<file path="config.mk">
export PLATFORM = sky130hd
export DESIGN_NAME = alu_arbiter_flat
export DESIGN_NICKNAME = d
export VERILOG_FILES = /design/src/rtl/alu_pkg.sv /design/src/rtl/alu_arbiter_if.sv /design/src/rtl/alu_arbiter_alu.sv /design/src/rtl/alu_arbiter.sv /design/src/flat_wrapper.sv
export SDC_FILE = /design/constraint.sdc
export NUM_CORES = 2
export LEC_CHECK = 0
export ABC_AREA = 1
export CAP_MARGIN = 20
export CORE_AREA = 5 5 258 260
export CTS_CLUSTER_SIZE = 12
export DETAILED_ROUTE_END_ITERATION = 10
export DIE_AREA = 0 0 263 265
export PLACE_DENSITY_LB_ADDON = 0.05
export SYNTH_ARGS = -nofsm -noshare
export SYNTH_HDL_FRONTEND = slang
export SYNTH_SLANG_ARGS = --single-unit
</file>
<file path="constraint.sdc">
create_clock -name clk -period 9.68 [get_ports clk]
set_input_delay 0.968 -clock clk [delete_from_list [all_inputs] [get_ports clk]]
set_output_delay 0.968 -clock clk [all_outputs]
set_load 0.1 [all_outputs]
</file>
<file path="src/rtl/alu_pkg.sv">
// Shared constants for the arbitrated ALU: default width, ALU_Sel opcodes and FSM encoding.
package alu_pkg;

    localparam int unsigned DefaultWidth = 32;

    localparam logic [3:0] OpAnd = 4'b0000;
    localparam logic [3:0] OpOr  = 4'b0001;
    localparam logic [3:0] OpAdd = 4'b0010;
    localparam logic [3:0] OpSll = 4'b0011;
    localparam logic [3:0] OpSub = 4'b0100;
    localparam logic [3:0] OpSrl = 4'b0101;
    localparam logic [3:0] OpMul = 4'b0110;
    localparam logic [3:0] OpXor = 4'b0111;

    localparam logic [1:0] StIdle = 2'd0;
    localparam logic [1:0] StExec = 2'd1;
    localparam logic [1:0] StResp = 2'd2;

endpackage

</file>
<file path="src/rtl/alu_arbiter_if.sv">
// Request/response bundle between two requesters, the shared ALU arbiter and its consumer.
interface alu_arbiter_if #(
    parameter int unsigned WIDTH = alu_pkg::DefaultWidth
);
    logic [1:0]         req_valid;
    logic [1:0]         req_ready;
    logic [2*WIDTH-1:0] req_a;
    logic [2*WIDTH-1:0] req_b;
    logic [7:0]         req_sel;
    logic               rsp_valid;
    logic               rsp_ready;
    logic               rsp_id;
    logic [WIDTH-1:0]   rsp_out;
    logic               rsp_zero;

    modport master (
        output req_valid, req_a, req_b, req_sel, rsp_ready,
        input  req_ready, rsp_valid, rsp_id, rsp_out, rsp_zero
    );

    modport slave (
        input  req_valid, req_a, req_b, req_sel, rsp_ready,
        output req_ready, rsp_valid, rsp_id, rsp_out, rsp_zero
    );
endinterface

</file>
<file path="src/rtl/alu_arbiter_alu.sv">
// Combinational ALU: eight opcodes, results wrap modulo 2^WIDTH, undefined codes yield zero.
module alu_arbiter_alu
    import alu_pkg::*;
#(
    parameter int unsigned WIDTH = DefaultWidth
) (
    input  logic [WIDTH-1:0] a_i,
    input  logic [WIDTH-1:0] b_i,
    input  logic [3:0]       sel_i,
    output logic [WIDTH-1:0] out_o,
    output logic             zero_o
);

    always_comb begin
        out_o = '0;
        case (sel_i)
            OpAnd:   out_o = a_i & b_i;
            OpOr:    out_o = a_i | b_i;
            OpAdd:   out_o = a_i + b_i;
            OpSll:   out_o = a_i << b_i[4:0];
            OpSub:   out_o = a_i - b_i;
            OpSrl:   out_o = a_i >> b_i[4:0];
            OpMul:   out_o = a_i * b_i;
            OpXor:   out_o = a_i ^ b_i;
            default: out_o = '0;
        endcase
        zero_o = (out_o == '0);
    end

endmodule

</file>
<file path="src/rtl/alu_arbiter.sv">
// Round-robin arbiter sharing one ALU between two requesters: grant, execute, hold response.
module alu_arbiter
    import alu_pkg::*;
#(
    parameter int unsigned WIDTH = DefaultWidth
) (
    input logic         clk,
    input logic         rst_n,
    alu_arbiter_if.slave bus_io
);

    logic [1:0]       state_q, state_d;
    logic             ptr_q, ptr_d;
    logic             gnt_idx;
    logic [1:0]       req_ready_d;
    logic [WIDTH-1:0] op_a_q, op_b_q;
    logic [3:0]       op_sel_q;
    logic             id_q;
    logic [WIDTH-1:0] rsp_out_q;
    logic             rsp_zero_q, rsp_id_q;
    logic [WIDTH-1:0] alu_out;
    logic             alu_zero;

    // ptr_q holds the last granted index; a contended grant goes to the other one.
    always_comb begin
        gnt_idx     = (bus_io.req_valid == 2'b11) ? ~ptr_q : bus_io.req_valid[1];
        state_d     = state_q;
        ptr_d       = ptr_q;
        req_ready_d = 2'b00;
        case (state_q)
            StIdle: begin
                if (|bus_io.req_valid) begin
                    state_d              = StExec;
                    ptr_d                = gnt_idx;
                    req_ready_d[gnt_idx] = 1'b1;
                end
            end
            StExec:  state_d = StResp;
            StResp:  if (bus_io.rsp_ready) state_d = StIdle;
            default: state_d = StIdle;
        endcase
    end

    always_ff @(posedge clk or negedge rst_n) begin
        if (!rst_n) begin
            state_q    <= StIdle;
            ptr_q      <= 1'b1;
            op_a_q     <= '0;
            op_b_q     <= '0;
            op_sel_q   <= '0;
            id_q       <= 1'b0;
            rsp_out_q  <= '0;
            rsp_zero_q <= 1'b0;
            rsp_id_q   <= 1'b0;
        end else begin
            state_q <= state_d;
            ptr_q   <= ptr_d;
            if (state_q == StIdle && (|bus_io.req_valid)) begin
                op_a_q   <= gnt_idx ? bus_io.req_a[2*WIDTH-1:WIDTH] : bus_io.req_a[WIDTH-1:0];
                op_b_q   <= gnt_idx ? bus_io.req_b[2*WIDTH-1:WIDTH] : bus_io.req_b[WIDTH-1:0];
                op_sel_q <= gnt_idx ? bus_io.req_sel[7:4] : bus_io.req_sel[3:0];
                id_q     <= gnt_idx;
            end
            if (state_q == StExec) begin
                rsp_out_q  <= alu_out;
                rsp_zero_q <= alu_zero;
                rsp_id_q   <= id_q;
            end
        end
    end

    alu_arbiter_alu #(
        .WIDTH (WIDTH)
    ) u_alu (
        .a_i    (op_a_q),
        .b_i    (op_b_q),
        .sel_i  (op_sel_q),
        .out_o  (alu_out),
        .zero_o (alu_zero)
    );

    assign bus_io.req_ready = req_ready_d;
    assign bus_io.rsp_valid = (state_q == StResp);
    assign bus_io.rsp_out   = rsp_out_q;
    assign bus_io.rsp_zero  = rsp_zero_q;
    assign bus_io.rsp_id    = rsp_id_q;

endmodule

</file>
<file path="src/flat_wrapper.sv">
// flat-port wrapper written by rule: the top's interface ports become plain ports
module alu_arbiter_flat import alu_pkg::*;
#(
    parameter int unsigned WIDTH = DefaultWidth
)
  (clk, rst_n, bus_io_req_valid, bus_io_req_a, bus_io_req_b, bus_io_req_sel, bus_io_rsp_ready, bus_io_req_ready, bus_io_rsp_valid, bus_io_rsp_id, bus_io_rsp_out, bus_io_rsp_zero);
  alu_arbiter_if #(.WIDTH(WIDTH)) bus_io_i ();
  input logic clk;
  input logic rst_n;
  input wire logic [$bits(bus_io_i.req_valid)-1:0] bus_io_req_valid;
  input wire logic [$bits(bus_io_i.req_a)-1:0] bus_io_req_a;
  input wire logic [$bits(bus_io_i.req_b)-1:0] bus_io_req_b;
  input wire logic [$bits(bus_io_i.req_sel)-1:0] bus_io_req_sel;
  input wire logic [$bits(bus_io_i.rsp_ready)-1:0] bus_io_rsp_ready;
  output wire logic [$bits(bus_io_i.req_ready)-1:0] bus_io_req_ready;
  output wire logic [$bits(bus_io_i.rsp_valid)-1:0] bus_io_rsp_valid;
  output wire logic [$bits(bus_io_i.rsp_id)-1:0] bus_io_rsp_id;
  output wire logic [$bits(bus_io_i.rsp_out)-1:0] bus_io_rsp_out;
  output wire logic [$bits(bus_io_i.rsp_zero)-1:0] bus_io_rsp_zero;
  assign bus_io_i.req_valid = bus_io_req_valid;
  assign bus_io_i.req_a = bus_io_req_a;
  assign bus_io_i.req_b = bus_io_req_b;
  assign bus_io_i.req_sel = bus_io_req_sel;
  assign bus_io_i.rsp_ready = bus_io_rsp_ready;
  assign bus_io_req_ready = bus_io_i.req_ready;
  assign bus_io_rsp_valid = bus_io_i.rsp_valid;
  assign bus_io_rsp_id = bus_io_i.rsp_id;
  assign bus_io_rsp_out = bus_io_i.rsp_out;
  assign bus_io_rsp_zero = bus_io_i.rsp_zero;
  alu_arbiter #(.WIDTH(WIDTH)) u_core (.clk(clk), .rst_n(rst_n), .bus_io(bus_io_i));
endmodule
</file>
== Word level (Yosys, flattened, before mapping) ==
Index checks and enable logic that the tools add are counted.
Widths: inputs -> output; s select.

* $add $sub $neg: 2
* Multipliers: 1
* Magnitude comparators: 2
* Eq/ne operators: 12
* Shifts and indexed selects: 2
* Multiplexer cells: 12
* Bitwise logic cells: 4
* Reductions and logical operators: 8

{| class="wikitable"
|+ Operators with widths
! cell !! count
|-
| $pmux 32 s8 || 1
|-
| $mux 32 || 2
|-
| $add 32x32->32 || 1
|-
| $and 32x32->32 || 1
|-
| $logic_not 32->1 || 1
|-
| $mul 32x32->32 || 1
|-
| $or 32x32->32 || 1
|-
| $shl 32x5->32 || 1
|-
| $shr 32x5->32 || 1
|-
| $sub 32x32->32 || 1
|-
| $xor 32x32->32 || 1
|-
| $eq 4x3->1 const B || 4
|-
| $eq 4x2->1 const B || 2
|-
| $mux 2 || 4
|-
| $pmux 2 s3 || 1
|-
| $eq 2x2->1 const B || 2
|-
| $eq 4x1->1 const B || 1
|-
| $logic_not 4->1 || 1
|-
| $mux 4 || 1
|-
| $ne 2x2->1 const B || 2
|-
| $reduce_and 2->1 || 2
|-
| $eq 2x1->1 const B || 1
|-
| $logic_and 1x1->1 || 2
|-
| $logic_not 2->1 || 1
|-
| other kinds (6) || 7
|}

* Register bits: 106
* Bits of input ports: 141
* Logic and storage cells: 52

== Longest topological paths before layout ==
* Word-level depth: 8
* Depth in mapped cells: 38
* Mapped depth without buffers: 36

== By module ==
From an unflattened synthesis, not the netlist that was laid out.

* Cell total of the unflattened synthesis: 4451
* Area, all modules: 29718.5 um^2

{| class="wikitable"
|+ Modules (own cells, without submodules)
! module !! times used !! cells each !! area an instance (um^2) !! sequential area each (um^2)
|-
| alu_arbiter_alu || 1 || 3702 || 24390.9 || 0.0
|-
| alu_arbiter || 1 || 749 || 5327.6 || 2653.8
|}

== Worst setup path after synthesis ==
OpenSTA, ideal clock, no wires.

* Path kind: flip-flop to flip-flop
* Start point: register u_core.op_b_q[3]
* End point: register u_core.rsp_zero_q, in the netlist u_core.bus_io.rsp_zero
* Library setup time: 68 ps
* Data arrival time: 7326 ps
* Required time: 9612 ps
* Setup slack: 2286 ps
* Cell stages (with the launch flop): 37
* Path buffers: 4
* Period minus slack after synthesis: 7394 ps
* Cell sequence: dfrtp_1 > buf_2 > buf_1 > buf_1 > buf_1 > nand2_1 > inv_1 > fa_1 > inv_1 > fa_1 > fa_1 > fa_1 > inv_1 > fa_1 > inv_1 > fa_1 > inv_1 > fa_1 > fa_1 > ha_1 > nand2_1 > inv_1 > nand2_1 > nor3_1 > nand4_1 > nand3_1 > a21o_1 > nand2_1 > nand2_1 > nand2_1 > nand3_1 > nand3_1 > nor2_1 > nand2_1 > nor2_1 > nand4_1 > nand2_1

* Cells in the longest elaborated chain, start to end: 3
* Elaborated cells on any way between the ends: 10

{| class="wikitable"
|+ RTL lines
! what !! RTL line !! source
|-
| start: declaration || alu_arbiter.sv:16 || <nowiki>logic [WIDTH-1:0] op_a_q, op_b_q;</nowiki>
|-
| start signal: assignment || alu_arbiter.sv:60 || <nowiki>op_b_q <= gnt_idx ? bus_io.req_b[2*WIDTH-1:WIDTH] : bus_io.req_b[WIDTH-1:0];</nowiki>
|-
| $mul 32x32->32 (tied with other cells) || alu_arbiter_alu.sv:23 || <nowiki>OpMul: out_o = a_i * b_i;</nowiki>
|-
| $pmux 32 s8 * || alu_arbiter_alu.sv:16 || <nowiki>case (sel_i)</nowiki>
|-
| $logic_not 32->1 * || alu_arbiter_alu.sv:27 || <nowiki>zero_o = (out_o == '0);</nowiki>
|-
| end signal: assignment || alu_arbiter.sv:66 || <nowiki>rsp_zero_q <= alu_zero;</nowiki>
|-
| end: declaration || alu_arbiter.sv:20 || <nowiki>logic rsp_zero_q, rsp_id_q;</nowiki>
|}

Every way passes the cells marked *; elsewhere a longest branch is shown, timed or not.
A chain may end at the register's enable or synchronous reset.

== Final worst setup path ==
* Start point: register u_core.op_b_q[9]
* End point: register u_core.rsp_zero_q, in the netlist u_core.bus_io.rsp_zero

* Cells in the longest elaborated chain, start to end: 3
* Elaborated cells on any way between the ends: 8

{| class="wikitable"
|+ RTL lines
! what !! RTL line
|-
| $mul 32x32->32 (tied with other cells) || alu_arbiter_alu.sv:23
|-
| $pmux 32 s8 * || alu_arbiter_alu.sv:16
|-
| $logic_not 32->1 * || alu_arbiter_alu.sv:27
|}

Marked as above.

==> summary.txt <==
Final layout
  • Area Growth Syn to Fin: 10.2%
  • Fin util: 49.1%
  • Final Non-Filler Cells: 5044
  • Filler Cells Inserted: 6714
  • Layout cell share with drive strength beyond 1: 3.87%
  • Nets@finish: 4952

Global routing
  • Largest net degree at the start of global routing: 76
  • Global route total overflow: 0
  • GRT Util Overall: 34.9%
  • Vias in the first global route: 27900
  • First-pass GRT wire length: 183000 µm
  • Initial antenna violation count: 4

Min path
  • Worst hold path type: register to register

Clock tree
  • Postcts setup bufs: 0
  • Post_cts resized: 0
  • Clock-pin slew on the worst setup and hold paths: 110 ps
  • Sink Count: 106
  • CTS Buf Count: 9
  • H-tree depth: 3
  • Root buf cell: clkbuf_16
  • Clock tree buffer depth: 2
  • CTS tree: done
  • Clk Latency, worst-skew pair: 410 ps
  • Hold-fix buffers at CTS: 0

Synthesis
  • Post-synthesis cell type count: 60
  • EDFF count, synth: 0
  • YS warnings: 0
  • Most frequent cell after synthesis: nand2_1
  • Syn nets: 4889
  • Synth Instances: 4119
  • Post-Synthesis Cell Area: 28400 µm²
  • Commonest cells in the netlist: 1213 x nand2_1, 907 x inv_1, 409 x fa_1, 220 x ha_1, 182 x o21ai_0
  • Syn avg cell area: 6.91 µm²
  • Synth top area share: 28.8%
  • Synthesis-stage register bit count: 106
  • Fraction of registers with async set or reset after synthesis: 100%
  • Synth Flop Type: dfrtp_1
  • Top cells by area, synth: fa_1 29%, nand2_1 16%, inv_1 12%
  • Post-synthesis sequential area ratio: 9.33%
  • Post-synth top area cell: fa_1

Timing
  • Post-route clock period utilization: 86.0%
  • Fmax: 120 MHz
  • Setup Skew: 29.1 ps
  • Setup repair after global routing missed its margin: false
  • Slew headroom: 17.4%
  • Final min period: 8320 ps
  • Worst slew pin tran: 1240 ps
  • Final count of hold timing violations: 0
  • Max Slew Vio Count: 0
  • Setup TNS: 0 ps
  • Finish-stage setup viols: 0

Place
  • Post-Place Cells: 5026
  • I/O Buffers: 177
  • Routability cong.: 1.07
  • Post-DP HPWL: 103000 µm

Detailed routing
  • Via count: 27700
  • DR pass1 iterations: 6
  • Remaining antenna violation count: 0
  • Routed wire length: 124000 µm
  • DRC violations left: 0
  • Drt initial violations: 2573
  • Vias per cell: 5.50
  • Wire per inst: 24.6 µm

Worst setup path
  • Worst setup SP type: register
  • Reg2Reg Setup Slack: 1360 ps
  • Crit Path Class: register to register
  • Worst Path Arrival: 8680 ps
  • Crit path max fanout: 25
  • Worst EP required: 10040 ps
  • CP endpoint kind: register

Die
  • Row cnt: 93
  • Die Ht: 265 µm
  • Starting density of the core: 44.5%
  • Core area: 63900 µm²
  • Die span in x: 263 µm
  • Die ar.: 69700 µm²
  • Num ports: 178

Status
  • Status: completed

Job
  • Max cap viols: 0
==> registers in the layout (all words and copies together), names as in the netlist <==
| signal | cells |
|---|---|
| u_core.bus_io.rsp_out | 32 |
| u_core.op_a_q | 32 |
| u_core.op_b_q | 32 |
| u_core.op_sel_q | 4 |
| u_core.state_q | 2 |
| u_core.bus_io.rsp_id | 1 |
| u_core.bus_io.rsp_zero | 1 |
| u_core.id_q | 1 |
| u_core.ptr_q | 1 |
==> layout by cell type (no fill, tap or decap), drive strengths merged, types with 12 or more instances in the layout <==
cell and instances:
nand2 1220, inv 916, fa 409, o21ai 253, ha 220, nor2 183
clkdlybuf4s50 176, nand3 158, a21oi 127, dfrtp 105, buf 80, o211ai 61
xor2 42, o22ai 25, nor3 22, nand4 19, or2 18, o2111ai 16
a221oi 15, a21o 14, mux2i 12
==> through the flow <==
stage | setup slack (ps) | cell area (µm²) | hold WS, ps
global route | 964 | 31300 | 497
global placement | 1380 | 31000 | 464
finish | 1360 | 31400 | 473
CTS | 1370 | 31300 | 475
detailed placement | 1400 | 31000 | 460
floorplan | 2290 | 28400 | 448
==> worst paths after layout <==
check                           depth (start not counted)                endpoint              from
worst min-delay path                                    2            u_core.ptr_q      u_core.ptr_q
worst min register to register                          2            u_core.ptr_q      u_core.ptr_q
min in group asynchronous                               1      u_core.op_sel_q[3]             rst_n
worst max-delay path                                   26  u_core.bus_io.rsp_zero  u_core.op_b_q[9]
max in group asynchronous                               2        u_core.op_b_q[0]             rst_n
worst max register to register                         26  u_core.bus_io.rsp_zero  u_core.op_b_q[9]
==> metal layers <==
metal	GRT usage, %	share of wire, %	vias to the layer above
met5	0	0.010	-
met4	15.3	5.5	2
met3	6.45	8.3	274
met2	54.2	44	1281
met1	48.0	43	13600
li1	-	-	12600
==> critical path, cell delays in order (launching register included) <==
cell and delay, ps:
dfrtp_1 1110, ha_1 280, inv_1 100, fa_1 400
inv_1 70, fa_1 430, fa_1 520, inv_1 50
fa_1 470, inv_1 50, fa_1 480, fa_1 460
fa_1 540, fa_1 440, ha_1 400, nand2_1 130
nor4_1 600, nand4_1 210, nand3_1 210, a21oi_1 80
o21ai_0 350, nand3_1 300, nor2_1 160, nand2_1 90
nor2_1 90, nand4_1 110, nand2_1 100
==> kinds of logic after synthesis <==
kind of cell / synth area share (%)
AND/OR/NAND/NOR: 23.3
XOR/XNOR: 1.60
buffers and inverters: 15.2
AO/OA/AOI/OAI: 11.7
flip-flops: 9.33
adder cells (fa/ha/maj): 38.5
multiplexers: 0.422
==> layout make-up <==
cell class | count | area [µm²] | area share, %
multi-input combinational | 2894 | 21500 | 68.5
inverter | 915 | 3430 | 11.0
sequential | 106 | 2660 | 8.48
timing repair buffer | 256 | 2400 | 7.65
tap | 855 | 1070 | 3.41
clock buffer | 10 | 239 | 0.762
clock inverter | 6 | 57.6 | 0.184
antenna | 2 | 5.00 | 0.0160
Power is not shown: default switching activity piles up to over one toggle a cycle in this logic, so the estimate is an artifact.
